<file path="config.mk">
export PLATFORM = sky130hd
export DESIGN_NAME = mem_wb_stage_hs
export DESIGN_NICKNAME = d
export VERILOG_FILES = /design/src/rtl/mem_wb_stage_hs.sv
export SDC_FILE = /design/constraint.sdc
export NUM_CORES = 1
export LEC_CHECK = 0
export BUFFER_PORTS_ARGS = -buffer_cell sky130_fd_sc_hd__buf_4
export CAP_MARGIN = 5
export CORE_AREA = 2 2 99 101
export CTS_BUF_LIST = sky130_fd_sc_hd__clkbuf_2 sky130_fd_sc_hd__clkbuf_4 sky130_fd_sc_hd__clkbuf_8
export DETAILED_ROUTE_END_ITERATION = 7
export DIE_AREA = 0 0 101 103
export PLACE_DENSITY = 0.74
export SKIP_CTS_REPAIR_TIMING = 1
export SLEW_MARGIN = 25
export SYNTH_ARGS = -nofsm -noshare
export SYNTH_HDL_FRONTEND = slang
export SYNTH_SLANG_ARGS = --single-unit
</file>
<file path="constraint.sdc">
create_clock -name clk -period 1.4 [get_ports clk]
set_input_delay 0.14 -clock clk [delete_from_list [all_inputs] [get_ports clk]]
set_output_delay 0.14 -clock clk [all_outputs]
set_load 0.03 [all_outputs]
</file>
<file path="src/rtl/mem_wb_stage_hs.sv">
// MEM/WB pipeline stage with valid/ready handshake, optional skid entry,
// flush, write-back select and forwarding taps for the hazard unit.
module mem_wb_stage_hs #(
  parameter int DATA_W       = 32,
  parameter int REG_W        = 5,
  parameter int SKID         = 1,
  parameter int ZERO_PROTECT = 1
) (
  input  logic              clk,
  input  logic              rst,
  input  logic              i_valid,
  output logic              o_ready,
  input  logic              i_flush,
  input  logic              i_reg_write,
  input  logic              i_mem_to_reg,
  input  logic [DATA_W-1:0] i_mem_data,
  input  logic [DATA_W-1:0] i_alu_data,
  input  logic [REG_W-1:0]  i_rd,
  output logic              o_valid,
  input  logic              i_ready,
  output logic              o_reg_write,
  output logic [DATA_W-1:0] o_wb_data,
  output logic [REG_W-1:0]  o_rd,
  output logic              o_fwd_en,
  output logic [REG_W-1:0]  o_fwd_rd,
  output logic [DATA_W-1:0] o_fwd_data,
  output logic [1:0]        o_occupancy
);

  logic              h_v, h_rw, s_v, s_rw, rdy_q;
  logic [DATA_W-1:0] h_wb, s_wb;
  logic [REG_W-1:0]  h_rd, s_rd;

  logic              h_v_n, h_rw_n, s_v_n, s_rw_n, rdy_n;
  logic [DATA_W-1:0] h_wb_n, s_wb_n;
  logic [REG_W-1:0]  h_rd_n, s_rd_n;

  logic              accept, drain, cap_rw, zp;
  logic [DATA_W-1:0] cap_wb;

  assign o_ready = (SKID != 0) ? rdy_q : (~h_v | i_ready);
  assign accept  = i_valid & o_ready;
  assign drain   = h_v & i_ready;

  // Write-back select and r0 suppression happen once, at capture.
  assign zp     = (ZERO_PROTECT != 0) && (i_rd == '0);
  assign cap_wb = i_mem_to_reg ? i_mem_data : i_alu_data;
  assign cap_rw = i_reg_write & ~zp;

  always_comb begin
    h_v_n  = h_v;
    h_rw_n = h_rw;
    h_wb_n = h_wb;
    h_rd_n = h_rd;
    s_v_n  = s_v;
    s_rw_n = s_rw;
    s_wb_n = s_wb;
    s_rd_n = s_rd;
    if (i_flush) begin
      h_v_n = 1'b0;
      s_v_n = 1'b0;
    end else if (SKID != 0) begin
      if (drain && s_v) begin
        h_rw_n = s_rw;
        h_wb_n = s_wb;
        h_rd_n = s_rd;
        s_v_n  = 1'b0;
      end else if (accept && (drain || !h_v)) begin
        h_v_n  = 1'b1;
        h_rw_n = cap_rw;
        h_wb_n = cap_wb;
        h_rd_n = i_rd;
      end else if (accept) begin
        s_v_n  = 1'b1;
        s_rw_n = cap_rw;
        s_wb_n = cap_wb;
        s_rd_n = i_rd;
      end else if (drain) begin
        h_v_n = 1'b0;
      end
    end else begin
      if (accept) begin
        h_v_n  = 1'b1;
        h_rw_n = cap_rw;
        h_wb_n = cap_wb;
        h_rd_n = i_rd;
      end else if (drain) begin
        h_v_n = 1'b0;
      end
    end
    rdy_n = ~s_v_n;
  end

  always_ff @(posedge clk) begin
    if (rst) begin
      h_v   <= 1'b0;
      h_rw  <= 1'b0;
      h_wb  <= '0;
      h_rd  <= '0;
      s_v   <= 1'b0;
      s_rw  <= 1'b0;
      s_wb  <= '0;
      s_rd  <= '0;
      rdy_q <= 1'b1;
    end else begin
      h_v   <= h_v_n;
      h_rw  <= h_rw_n;
      h_wb  <= h_wb_n;
      h_rd  <= h_rd_n;
      s_v   <= s_v_n;
      s_rw  <= s_rw_n;
      s_wb  <= s_wb_n;
      s_rd  <= s_rd_n;
      rdy_q <= rdy_n;
    end
  end

  assign o_valid     = h_v;
  assign o_reg_write = h_v & h_rw;
  assign o_wb_data   = h_wb;
  assign o_rd        = h_rd;
  assign o_fwd_en    = h_v & h_rw;
  assign o_fwd_rd    = h_rd;
  assign o_fwd_data  = h_wb;
  assign o_occupancy = {1'b0, h_v} + {1'b0, s_v};

endmodule

</file>
### After elaboration in Yosys (flattened, before gate mapping)

Cells that the tools add are included.

* mux-type cells: 14
* reduce and logical (&&, ||, !) cells: 11
* bitwise logic cells: 9
* add/sub/neg operators: 1
* eq/ne operators: 1

Operators by type and width (number)
* 32-bit two-way mux: 3
* 5-bit two-way mux: 2
* 1-bit two-way mux: 9
* 5-bit zero test: 1
* 1-bit inverter: 5
* 1-bit bitwise AND: 4
* 4-bit AND reduction: 1
* 2-bit nonzero test: 2
* 3-bit AND reduction: 1
* 1-bit by 1-bit adder with 2-bit output: 1
* 1-bit logical AND: 2
* 2-bit by 1-bit inequality test with 1-bit output (second input constant): 1
* 2-bit AND reduction: 1
* 2-bit OR reduction: 1
* 1-bit zero test: 1
* 1-bit logical OR: 1

* output and inout bits: 80
* register bits: 79

### Depth between registers and ports, before layout

Gate-level depths: netlist (run 1).

* word-level depth: 7
* gate-level depth with buffers: 7
* depth with buffers taken out: 3

### Least setup slack after synthesis (run 1)

No wires, ideal clock.

* kind: register -> register
* start: register h_v (netlist: o_valid)
* end: register h_wb[21] (netlist: o_fwd_data[21])
* buffers on the path: 3
* clock period less this slack: 1.527 ns
* stages on the path, launching flop included: 7
* setup time: 0.126 ns
* arrival time: 1.401 ns
* data required time: 1.274 ns
* setup slack: -0.127 ns
* cell sequence: dfxtp_1 buf_6 nand3_1 buf_4 buf_4 mux2i_1 o22ai_2

* cells in the longest elaborated chain, start to end: 5

Ends and longest elaborated chain
* start: declaration: RTL line 30 `logic h_v, h_rw, s_v, s_rw, rdy_q;`
* start signal: assignment: RTL line 106 `h_v <= h_v_n;`
* 1-bit bitwise AND or 1-bit zero test (tied branches): RTL line 43, 68
* 1-bit logical OR: RTL line 68 `end else if (accept && (drain || !h_v)) begin`
* 1-bit logical AND: RTL line 68
* 2-bit nonzero test (no line)
* 2-bit AND reduction (no line)
* end signal: assignment: RTL line 108 `h_wb <= h_wb_n;`
* end: declaration: RTL line 31 `logic [DATA_W-1:0] h_wb, s_wb;`

Parallel ways exist; a longest one is shown, timed or not.
A chain may end at the register's enable or synchronous reset.

### Final worst setup path (run 1)

* start: register h_v (netlist: o_valid)
* end: output port o_occupancy[0]

* cells in the longest elaborated chain, start to end: 1

Ends and longest elaborated chain
* 1-bit by 1-bit adder with 2-bit output: RTL line 125 `assign o_occupancy = {1'b0, h_v} + {1'b0, s_v};`
* end: declaration: RTL line 27 `output logic [1:0] o_occupancy`

Every way passes these cells.

==> results of run 1 <==
cells by family (layout without fill, tap and decap cells):
logic type,after synthesis,after routing,share of synthesized area
AO/OA/AOI/OAI,94,94,0.171
multiplexers,69,69,0.175
flip-flops,79,79,0.379
adder cells (fa/ha/maj),1,1,0.00300
buffers and inverters,82,193,0.126
AND/OR/NAND/NOR,114,114,0.145
per-stage QoR:
| step | setup WS [ns] | utilization | instance area [um^2] |
|---|---|---|---|
| 3_5_place_dp | 0.0558 | 0.553 | 5230 |
| 6_report | 0.0332 | 0.577 | 5460 |
| 4_1_cts | -0.0233 | 0.577 | 5460 |
| 3_3_place_gp | 0.0962 | 0.553 | 5230 |
| 5_1_grt | 0.00550 | 0.577 | 5460 |
| 2_1_floorplan | 0.00845 | - | 4170 |
where the power goes:
group	total [W]	internal, W	switching (W)
clock network	0.00193	0.00107	0.000859
registers	0.00239	0.00232	0.0000643
logic	0.00113	0.000511	0.000622
total	0.00545	0.00390	0.00155
area by class of cell:
| type | instances | area, um^2 |
|---|---|---|
| Timing Repair Buffer | 175 | 1430 |
| Clock inverter | 6 | 91.3 |
| Inverter | 2 | 7.51 |
| Clock buffer | 10 | 138 |
| Multi-Input combinational cell | 278 | 2070 |
| Sequential cell | 79 | 1590 |
| Fill cell | 827 | 4000 |
| Tap cell | 114 | 143 |
worst max-delay path: cells and delay by family (launching register included):
family	cells	cell delay, ns
buffers and inverters	1	0.18
DFF	1	0.39
adders and majority gates	1	0.32
state kept, by name (all words and copies together) (netlist names), 5 cells and up:
register and flops:
o_fwd_rd 5, s_rd 5, o_fwd_data 32, s_wb 32
synthesized netlist by cell type, types with 2 or more instances:
library cell,n
dfxtp_1,79
nor3_1,56
buf_4,41
a21oi_1,39
mux2i_1,37
nand2_1,33
mux2_2,29
buf_2,20
o22ai_2,20
o22ai_1,12
clkbuf_1,11
nor3_2,9
nand3_1,7
a31oi_1,6
o21ai_0,6
a211oi_2,5
buf_6,5
buf_1,3
mux2_1,3
inv_2,2
nand2b_1,2
cell usage in the layout (no fill, tap or decap), types with 3 or more instances in the layout:
master    count
o22ai_2      20
mux2_2       29
dfxtp_1      76
nor3_1       56
clkbuf_8     10
o22ai_1      12
o21ai_0       6
nand3_1       6
mux2_1        3
a21oi_1      39
a211oi_2      5
nor3_2        9
mux2i_1      37
buf_12        9
buf_4       166
a31oi_1       6
nand2_1      33
worst max path at each step:
| stage | start | end | slack [ns] | depth (start not counted) |
|---|---|---|---|---|
| finish | o_valid$_SDFFE_PP0P_ | o_occupancy[0] | 0.03 | 2 |
| global route | o_valid$_SDFFE_PP0P_ | o_occupancy[0] | 0.005 | 2 |
| CTS | s_v$_SDFF_PP0_ | o_occupancy[0] | -0.02 | 2 |
| detailed placement | s_v$_SDFF_PP0_ | o_fwd_data[25]$_SDFFE_PP0P_ | 0.06 | 4 |
| global placement | s_v$_SDFF_PP0_ | o_fwd_data[10]$_SDFFE_PP0P_ | 0.1 | 4 |
| floorplan | o_valid$_SDFFE_PP0P_ | o_fwd_data[21]$_SDFFE_PP0P_ | 0.008 | 7 |
routing by layer:
layer / share of wire / global-route usage / vias to the layer above / wire, um
met3: 0.057 / 0.0312 / 12 / 616
met1: 0.43 / 0.261 / 1700 / 4570
li1: - / - / 1770 / -
met4: 0.014 / 0.0738 / 0 / 151
met2: 0.50 / 0.357 / 129 / 5410
met5: 0 / 0 / - / 0
==> reports/summary.txt, run 1 <==
outcome -> finished clean
Core Box Area -> 0.00946 mm^2
root buf cell -> clkbuf_8
via/cell ratio -> 5.44
Initial DRC Count -> 129
Worst-Skew Late Latency -> 0.35 ns
Worst R2R End -> o_fwd_data[25]$_SDFFE_PP0P_
WL final -> 10800 um
worst-margin pin slew -> 0.363 ns
DP HPWL -> 7380 um
Hold Vio Cnt, Final -> 0
crit path launch type -> flop
WHS Endpoint -> s_rd[1]$_SDFFE_PP0P_
skew final -> 0.0135 ns
RSZ-0062 raised after global routing -> no
synthesized net count -> 516
fmax -> 732 MHz
non-filler cells in the finished layout -> 664
Most used DFF post-synth -> dfxtp_1
Worst Hold Launch -> i_rd[1]
placed cells -> 648
average cell area after synthesis -> 9.49 um^2
die width -> 101 um
Ports -> 156
largest stage delay on the critical path -> 0.39 ns
routed len/inst -> 16.2 um
fin. max-slew vios -> 0
vias in the first global route -> 3380
sequential area share after synthesis -> 0.379
Starting Density -> 0.441
GR Util All Layers -> 0.206
Sink Count -> 79
Ant. Diodes -> 0
Post-synth EDFFs -> 0
Mapped Area -> 0.00417 mm^2
WP data required -> 1.26 ns
Final nets -> 622
fin crit share -> 0.976
Yosys reg bits -> 79
Leakage -> 2.44 nW
clock slew at reported path FFs -> 0.08 ns
CP Capture Type -> output pin
Layout Area Growth over Synthesis -> 31.0%
WHS -> 0.0713 ns
full die area -> 0.0104 mm^2
Slew headroom -> 0.758
pin count of the biggest net entering global routing -> 33
setup_tns -> 0 ns
drc violations -> 0
Max FO, Critical Path -> 10
Final Wtd Congestion -> 0.791
Mapped Cells -> 439
post-synth top area share -> 0.379
FP Rows -> 36
Critical R2R Launch -> o_valid$_SDFFE_PP0P_
first-pass GRT wire length -> 16800 um
TritonRoute pass-1 iters -> 4
critical path class -> flop to output pin
Hold Crit Class -> input port to flop
top post-synthesis cells by area -> dfxtp_1 (38%), mux2i_1 (8.9%), mux2_2 (7.8%)
initial antenna violation count -> 0
Num CTS Buffers -> 9
R2R Setup Slk -> 0.08 ns
Port Buffers -> 155
highest-delay cell along the critical path -> dfxtp_4
Hold Path Cell Cnt -> 3
Bufs on Longest Clock Path -> 2
Tmin final -> 1.37 ns
share of layout cells above drive strength 1 -> 0.482
pwr dens -> 997 mW/mm^2
htree depth -> 3
critical path cell sequence -> ha_1 > buf_4
cells on worst reg2reg path -> 4
max_cap viols -> 0
Design Power -> 0.00545 W
Routed Antenna Nets -> 0
CTS tree -> yes
maximum vdd drop -> 0.519 mV
via count -> 3611
Finish-stage setup viols -> 0
number of library cell types mapped by synthesis -> 35
Synth warnings -> 0
die outline height -> 103 um
Worst EP arrival -> 1.23 ns
Congestion Overflow GR -> 0
cell taking the most area after synthesis -> dfxtp_1
post-synthesis async set-or-reset flop share -> 0
Note: power is estimated with default switching activity, not from simulation.
==> inputs of run 2 (changes only) <==
- CORE_AREA: 2 2 99 101 -> 2 2 91 93
- DIE_AREA: 0 0 101 103 -> 0 0 93 95
- PLACE_DENSITY: 0.74 -> 0.82
- clock period: 1.4 -> 1.65 ns (I/O delays scaled with it)
==> run 2 against run 1 <==
Against the previous run:
- global-route usage increased by 4.4 points
- hold slack improved by 0.019 ns
- cell area decreased by 2.1%
- final cell count decreased by 2.3%
- combinational power decreased by 16%
- clock power decreased by 20%
- first-iteration DRC count increased by 77%
- via count increased by 2.1%
- clock-buffer cell count decreased by 1
- sequential power decreased by 15%
- die area decreased by 15%
- total power decreased by 17%
- highest routed layer unchanged
==> reports/summary.txt, run 2 (same netlist as run 1, synthesis figures left out) <==
Leakage -> 2.39 nW
Starting Density -> 0.526
FP Rows -> 33
Hold Crit Class -> input port to flop
DP HPWL -> 7420 um
crit path launch type -> flop
GR Util All Layers -> 0.250
Num CTS Buffers -> 9
most common cell after layout, fill and taps aside -> buf_4
full die area -> 0.00884 mm^2
routed len/inst -> 16.9 um
critical path class -> flop to flop
share of layout cells above drive strength 1 -> 0.469
drc violations -> 0
first-pass GRT wire length -> 17500 um
fin worst setup slack -> 0.120 ns
cells on worst reg2reg path -> 4
root buf cell -> clkbuf_8
Initial DRC Count -> 228
CP Capture Type -> flop
Worst-Skew Late Latency -> 0.36 ns
WL final -> 11000 um
Final Wtd Congestion -> 0.848
RSZ-0062 raised after global routing -> no
Congestion Overflow GR -> 0
worst-margin pin slew -> 0.605 ns
WP data required -> 1.92 ns
vias in the first global route -> 3560
Slew headroom -> 0.596
non-filler cells in the finished layout -> 649
via count -> 3688
Hold Path Cell Cnt -> 3
Finish-stage setup viols -> 0
skew final -> 0.0138 ns
die outline height -> 95 um
Port Buffers -> 155
Core Box Area -> 0.00793 mm^2
Max FO, Critical Path -> 19
Bufs on Longest Clock Path -> 2
Tmin final -> 1.53 ns
TritonRoute pass-1 iters -> 4
Sink Count -> 79
Final nets -> 617
Routed Antenna Nets -> 0
maximum vdd drop -> 0.561 mV
pre-CTS setup slack -> 0.132 ns
Ant. Diodes -> 0
setup_tns -> 0 ns
fmax -> 653 MHz
Layout Area Growth over Synthesis -> 28.3%
commonest cells after routing, fill and taps aside -> buf_4 (164), dfxtp_1 (79), nor3_1 (56)
Hold Vio Cnt, Final -> 0
clock slew at reported path FFs -> 0.08 ns
outcome -> finished clean
pin count of the biggest net entering global routing -> 48
htree depth -> 3
placed cells -> 634
Worst EP arrival -> 1.80 ns
pwr dens -> 848 mW/mm^2
Ports -> 156
max_cap viols -> 0
fin. max-slew vios -> 0
via/cell ratio -> 5.68
initial antenna violation count -> 0
CTS tree -> yes
fin crit share -> 0.927
die width -> 93 um
run 2: cell types whose count changed in the layout (fill, tap and decap cells not counted), sizes merged:
cell,change
clkbuf,-1
inv,-2
clkinv,+1
buf,-5
clkinvlp,+1
run 2: cell type report:
type	count	area, um^2
fillers	664	2580
repair buffers	170	1350
well taps	105	131
inverters	2	7.51
flip-flops and latches	79	1580
clock buffers	9	124
clock inverters	6	86.3
multi-input cells	278	2070
run 2: stage by stage:
stage	power (W)	hold slack, ns	util	cell area, um^2
finish	0.00453	0.0902	0.675	5350
floorplan	0.00269	0.313	-	4170
detailed placement	0.00302	0.456	0.648	5140
global route	0.00470	0.0805	0.675	5350
global placement	0.00300	0.451	0.648	5140
CTS	0.00455	0.0736	0.675	5350
run 2: critical path: stages (launching register included):
cell and delay [ns]:
dfxtp_1 0.54, nand2b_1 0.27, and3_4 0.30, buf_12 0.16
a211oi_2 0.17
run 2: final timing paths:
check                                           endpoint                  from  slack, ns
worst max-delay path            o_fwd_rd[4]$_SDFFE_PP0P_  o_valid$_SDFFE_PP0P_       0.12
worst max register to register  o_fwd_rd[4]$_SDFFE_PP0P_  o_valid$_SDFFE_PP0P_       0.12
worst min-delay path                s_rd[1]$_SDFFE_PP0P_               i_rd[1]       0.09
worst min register to register      s_rd[4]$_SDFFE_PP0P_  s_rd[4]$_SDFFE_PP0P_       0.48
run 2: power by group:
group | internal (W) | total [W] | switching [W]
clock | 0.000841 | 0.00155 | 0.000713
combinational | 0.000421 | 0.000949 | 0.000528
sequential | 0.00197 | 0.00203 | 0.0000594
run 2: layer usage:
layer | up-vias | global-route usage | share of wire
met2 | 157 | 0.431 | 0.51
met1 | 1755 | 0.305 | 0.41
met5 | - | 0 | 0
met3 | 23 | 0.0471 | 0.062
met4 | 0 | 0.108 | 0.021
li1 | 1753 | - | -
